### src/rtl/pwm_pkg.sv
// pwm_pkg: shared PWM constants, FSM state and duty types, channel output mux
package pwm_pkg;

    localparam int PWM_STEPS = 255;

    typedef enum logic {IDLE, RUN} state_t;

    typedef logic [7:0] duty_t;

    function automatic logic [15:0] pwm_mux(
        input logic [15:0] en_out,
        input logic [15:0] en_pwm,
        input logic        level
    );
        return en_out & (~en_pwm | {16{level}});
    endfunction

endpackage

### src/rtl/pwm_prescaler.sv
// pwm_prescaler: one-clk tick every PRESCALE cycles, held at zero while clear is high
module pwm_prescaler #(
    parameter int unsigned PRESCALE = 3
) (
    input  logic clk,
    input  logic rst_n,
    input  logic clear,
    output logic tick
);

    localparam logic [15:0] LAST = 16'(PRESCALE - 1);

    logic [15:0] cnt_q, cnt_d;

    always_comb begin
        tick  = !clear && cnt_q == LAST;
        cnt_d = clear || tick ? 16'd0 : cnt_q + 16'd1;
    end

    always_ff @(posedge clk or negedge rst_n)
        if (!rst_n) cnt_q <= '0;
        else        cnt_q <= cnt_d;

endmodule

### src/rtl/pwm_output_stage.sv
// pwm_output_stage: 16 registered channels, each off, static high or following a shared PWM level
module pwm_output_stage
    import pwm_pkg::*;
#(
    parameter int unsigned PRESCALE = 3
) (
    input  logic        clk,
    input  logic        rst_n,
    input  logic [7:0]  en_reg_out_7_0,
    input  logic [7:0]  en_reg_out_15_8,
    input  logic [7:0]  en_reg_pwm_7_0,
    input  logic [7:0]  en_reg_pwm_15_8,
    input  logic [7:0]  pwm_duty_cycle,
    output logic [15:0] out,
    output logic        period_start
);

    logic [15:0] en_out, en_pwm, out_d, out_q;
    logic        active, presc_clear, tick, start, wrap, pwm_level;
    logic        period_start_d, period_start_q;
    state_t      state_d, state_q;
    duty_t       counter_d, counter_q, duty_shadow_d, duty_shadow_q;

    pwm_prescaler #(.PRESCALE(PRESCALE)) u_prescaler (
        .clk   (clk),
        .rst_n (rst_n),
        .clear (presc_clear),
        .tick  (tick)
    );

    // Register inputs share clk with the SPI block, so they are used unsynchronised
    always_comb begin
        en_out         = {en_reg_out_15_8, en_reg_out_7_0};
        en_pwm         = {en_reg_pwm_15_8, en_reg_pwm_7_0};
        active         = |(en_out & en_pwm);
        state_d        = active ? RUN : IDLE;
        presc_clear    = state_q == IDLE || !active;
        start          = state_q == IDLE && active;
        wrap           = tick && counter_q == duty_t'(PWM_STEPS - 1);
        counter_d      = presc_clear || wrap ? '0 : counter_q + duty_t'(tick);
        duty_shadow_d  = start || wrap ? pwm_duty_cycle : duty_shadow_q;
        period_start_d = start || wrap;
        // counter never exceeds 254, so duty 255 stays high through the wrap
        pwm_level      = state_q == RUN && counter_q < duty_shadow_q;
        out_d          = pwm_mux(en_out, en_pwm, pwm_level);
    end

    always_ff @(posedge clk or negedge rst_n) begin
        if (!rst_n) begin
            state_q        <= IDLE;
            counter_q      <= '0;
            duty_shadow_q  <= '0;
            period_start_q <= 1'b0;
            out_q          <= '0;
        end else begin
            state_q        <= state_d;
            counter_q      <= counter_d;
            duty_shadow_q  <= duty_shadow_d;
            period_start_q <= period_start_d;
            out_q          <= out_d;
        end
    end

    assign out          = out_q;
    assign period_start = period_start_q;

endmodule

### config.mk
export PLATFORM = sky130hd
export DESIGN_NAME = pwm_output_stage
export DESIGN_NICKNAME = d
export VERILOG_FILES = /design/src/rtl/pwm_pkg.sv /design/src/rtl/pwm_prescaler.sv /design/src/rtl/pwm_output_stage.sv
export SDC_FILE = /design/constraint.sdc
export NUM_CORES = 1
export LEC_CHECK = 0
export BUFFER_PORTS_ARGS = -buffer_cell sky130_fd_sc_hd__buf_2
export CAP_MARGIN = 20
export CORE_MARGIN = 8
export CORE_UTILIZATION = 35
export CTS_CLUSTER_SIZE = 30
export DETAILED_ROUTE_END_ITERATION = 12
export PLACE_DENSITY = 0.6
export SLEW_MARGIN = 20
export SYNTH_ARGS = -nofsm -noshare
export SYNTH_HDL_FRONTEND = slang
export SYNTH_SLANG_ARGS = --single-unit
### constraint.sdc
create_clock -name clk -period 4.7 [get_ports clk]
set_clock_uncertainty 0.2 [all_clocks]
set_input_delay 0.235 -clock clk [delete_from_list [all_inputs] [get_ports clk]]
set_output_delay 0.235 -clock clk [all_outputs]
set_load 0.01 [all_outputs]
=== Word-level counts from Yosys, hierarchy flattened ===
Cells that the tools add are included.

* Bits in registers: 50
* Bits of input ports: 42
* Output and inout bits: 17
* Logic and storage cells: 30

* $add $sub $neg: 2
* Order comparisons: 1
* Eq/ne operators: 2
* Mux-type cells: 3
* Bitwise gates (word level): 5
* Reduce and logical (&&, ||, !) cells: 11

{| class="wikitable"
|+ Operator list
! operator !! count
|-
| $and A16 B16 Y16 || 2
|-
| $add A16 B1 Y16 const B || 1
|-
| $eq A16 B2 Y1 const B || 1
|-
| $mux W16 || 1
|-
| $not A16 Y16 || 1
|-
| $or A16 B16 Y16 || 1
|-
| $reduce_or A16 Y1 || 1
|-
| $add A8 B1 Y8 || 1
|-
| $eq A8 B8 Y1 const B || 1
|-
| $lt A8 B8 Y1 || 1
|-
| $mux W8 || 1
|-
| $logic_and A1 B1 Y1 || 4
|-
| $logic_or A1 B1 Y1 || 4
|-
| $logic_not A1 Y1 || 2
|-
| $mux W1 || 1
|-
| $not A1 Y1 || 1
|}

=== Logic depth before layout (Yosys ltp) ===
* Word-level depth: 9
* Depth in mapped cells: 10
* Mapped depth without buffers: 10

=== Hierarchy ===
A second synthesis with hierarchy kept.

* Cells, all modules: 211
* Area total of the unflattened synthesis: 2433.6 um^2

{| class="wikitable"
|+ Modules (own cells, without submodules)
! module !! instances !! cells an instance !! area each (um^2) !! seq. area each (um^2)
|-
| pwm_output_stage || 1 || 127 || 1601.5 || 850.8
|-
| pwm_prescaler || 1 || 84 || 832.0 || 400.4
|}

=== Worst setup path before layout ===
OpenSTA, ideal clock, no wires.

* Path type: flip-flop to flip-flop
* Start: reg counter_q[5]
* End: reg out_q[10] (netlist: out[10])
* Setup time: 0.082 ns
* Arrival: 1.828 ns
* Required time: 4.418 ns
* Setup slack: 2.590 ns
* Stages on the path, launching flop included: 7
* Path buffers: 1
* Period minus slack after synthesis: 2.110 ns
* Cells stage by stage: dfrtp_1 ha_1 a21o_1 a2111oi_0 o21ai_1 clkbuf_1 a31oi_1

* Longest elaborated chain between the ends: 4

{| class="wikitable"
|+ Ends and longest elaborated chain
! element !! RTL line !! RTL
|-
| start, declared || pwm_output_stage.sv:22 || <nowiki>duty_t counter_d, counter_q, duty_shadow_d, duty_shadow_q;</nowiki>
|-
| start signal, assigned || pwm_output_stage.sv:57 || <nowiki>counter_q <= counter_d;</nowiki>
|-
| $lt A8 B8 Y1 || pwm_output_stage.sv:44 || <nowiki>pwm_level = state_q == RUN && counter_q < duty_shadow_q;</nowiki>
|-
| $logic_and A1 B1 Y1 || pwm_output_stage.sv:44 ||
|-
| $or A16 B16 Y16 || pwm_pkg.sv:15 || <nowiki>return en_out & (~en_pwm | {16{level}});</nowiki>
|-
| $and A16 B16 Y16 || pwm_pkg.sv:15 ||
|-
| named net out_d[10] || pwm_output_stage.sv:18 || <nowiki>logic [15:0] en_out, en_pwm, out_d, out_q;</nowiki>
|-
| end signal, assigned || pwm_output_stage.sv:60 || <nowiki>out_q <= out_d;</nowiki>
|-
| end, declared || pwm_output_stage.sv:18 ||
|}

The timed path passes the listed nets, and every way through them passes these cells.
A chain may end at the register's enable or synchronous reset.

=== Worst setup path in the final report ===
* Start: reg counter_q[5]
* End: reg out_q[15] (netlist: out[15])

The elaborated chain is that of the path after synthesis.

==> run metrics <==
outcome finished clean; syn_area_per_cell 10.6 um^2; max-slew violations 0; hold_sp en_reg_out_7_0[7]; clock root buffer clkbuf_8; worst flop-to-flop path endpoint out[15]; Hold Path End state_q; # rows 30; Area after DPL 2720 um^2; final worst path period share 62.3%; Leak 1.63 nW; finished layout cell area 3250 um^2; Post-Syn Instances 220; DRC viols 0; number of H-tree levels 2; final antenna-violating net count 0; antenna violations before repair 0; unrepaired setup endpoints after global routing no; worst min path class in2reg; Layout Nets 375; global route hottest layer met2; Pre-Repair DR Iteration Count 4; power density over the cells 411 nW/um^2; hold depth 3; Layout area overhead 38.8%; met2 usage 19.9%; crit path capture type flip-flop; element type at the critical path start flip-flop; Reg-to-Reg Start counter_q[5]; CP Max Fanout 16; CP required 4.74 ns; final setup margin 1.77 ns; post-DP HPWL 3.82 mm; R2R Setup Slk 1.77 ns; ANT cells 0; Highest Clock Rate 342 MHz; Synth area leader dfrtp_1; setup TNS 0 ns; Clock transition at path regs 0.10 ns; # IOs 59; share of cells above drive strength 1 24.5%; Skew-Pair Late Insertion Delay 0.30 ns; Iter 0 DRT Violations 55; post-synth cell types 34; Initial Util 35.2%; cells on worst reg2reg path 6; Final Setup Violations 0; vias per inst 4.75; Slew @ Worst Pin 0.703 ns; Worst slew margin 53.1%; synthesized net count 273; top_reg_cell synth dfrtp_1; hold slack 0.135 ns; Port Buf Inserts 58; Setup Buffers After CTS 0; WL final 5.41 mm; # hold bufs at CTS 41; Yosys Warn Count 0; first-pass GRT wire length 9.27 mm; CTS resizes 0; Die X 97.8 um; Die Y 97.8 um; vias after detailed routing 1914; TritonCTS clock tree yes; Worst VDD drop 199 uV; Post-Synthesis Cell Area 2340 um^2; Max Cap Violations 0; Sink Count 50; post-synthesis async set-or-reset flop share 100%; worst endpoint data arrival time 2.97 ns; share of the synthesized area in the top cell type 53.5%; Die ar. 9560 um^2; Placer Congestion 0.799; vias in the first global route 2039; count leader, synth dfrtp_1; Area contributors post-synth dfrtp_1, ha_1, inv_1; Setup CP Type reg2reg; sequential-to-total area share from yosys stat 53.5%; GRT Util Overall 11.8%; total CTS buffers 5; grt ovf 0; pre-CTS setup slack 2.26 ns; wire per inst 13.4 um; Longest Clk Path Bufs 2; met1 Track Usage GR 13.9%; core area 6640 um^2; Synth Register Bits 50; pin count of the biggest net entering global routing 51; final hold vios 0; met3 Use GR 3.84%; minimum clock period 2.93 ns; EDFF count, synth 0; Post-synth top cells dfrtp_1, inv_1, nor2_1
through the flow:
step	power [mW]	utilization, %	std cells
detailed placement	0.965	40.9	354
global placement	0.955	40.9	354
CTS	1.35	48.8	403
finish	1.34	48.9	403
global route	1.43	48.9	403
floorplan	0.828	-	220
worst max-delay path, stage by stage, from the launching register on:
cell and delay, ns:
dfrtp_1 0.43, ha_1 0.32, a21o_1 0.18, a2111oi_0 0.54, o21ai_2 0.36, a31oi_1 0.27, dlygate4sd3_1 0.58
layout by cell type, fill, tap and decap left out, types with 8 or more instances in the layout:
cell type and instances:
dfrtp_1 50, nand2_1 9, xor2_1 12, buf_2 58
mux2_2 8, ha_1 11, nor2_1 28, dlygate4sd3_1 41
nand4_1 8, inv_1 28, a31oi_1 16
cell type report:
type	count	area, um^2
inverter	28	105
fill	602	3400
multi-input combinational	137	966
sequential	50	1250
tap	80	100
clock buffer	5	68.8
clock inverter	3	48.8
timing repair buffer	100	708
sequential cells by signal (all words and copies together), names as in the netlist:
name,count
out,16
u_prescaler.cnt_q,16
counter_q,8
duty_shadow_q,8
period_start,1
state_q,1
logic make-up (layout without fill, tap and decap cells):
family,count (synthesis),after routing,synth area share [%]
AND/OR/NAND/NOR,66,66,14.3
flip-flops,50,50,53.5
AO/OA/AOI/OAI,33,33,10.0
buffers and inverters,33,136,5.40
XOR/XNOR,19,19,7.11
adder cells (fa/ha/maj),11,11,5.88
multiplexers,8,8,3.85
power by group:
group          switching [mW]  internal (mW)  leakage (nW)  total [mW]
registers              0.0700          0.520         0.641       0.590
clock network           0.150          0.162        0.0563       0.313
logic                   0.224          0.209         0.936       0.434
total                   0.445          0.891          1.63        1.34
layer usage:
layer  share of wire (%)  vias to the layer above
met3                 5.3                        4
met2                  50                       40
li1                    -                      962
met5                   0                        -
met1                  44                      908
met4                 1.2                        0
worst max path at each step:
stage	depth (start not counted)	startpoint	to
3_5_place_dp	11	en_reg_out_7_0[5]	counter_q[6]
2_1_floorplan	6	counter_q[5]	out[10]
3_3_place_gp	11	en_reg_out_7_0[5]	counter_q[6]
6_report	6	counter_q[5]	out[15]
5_1_grt	6	counter_q[5]	out[6]
4_1_cts	6	counter_q[5]	out[14]
Power figures use the tool's default switching activity.
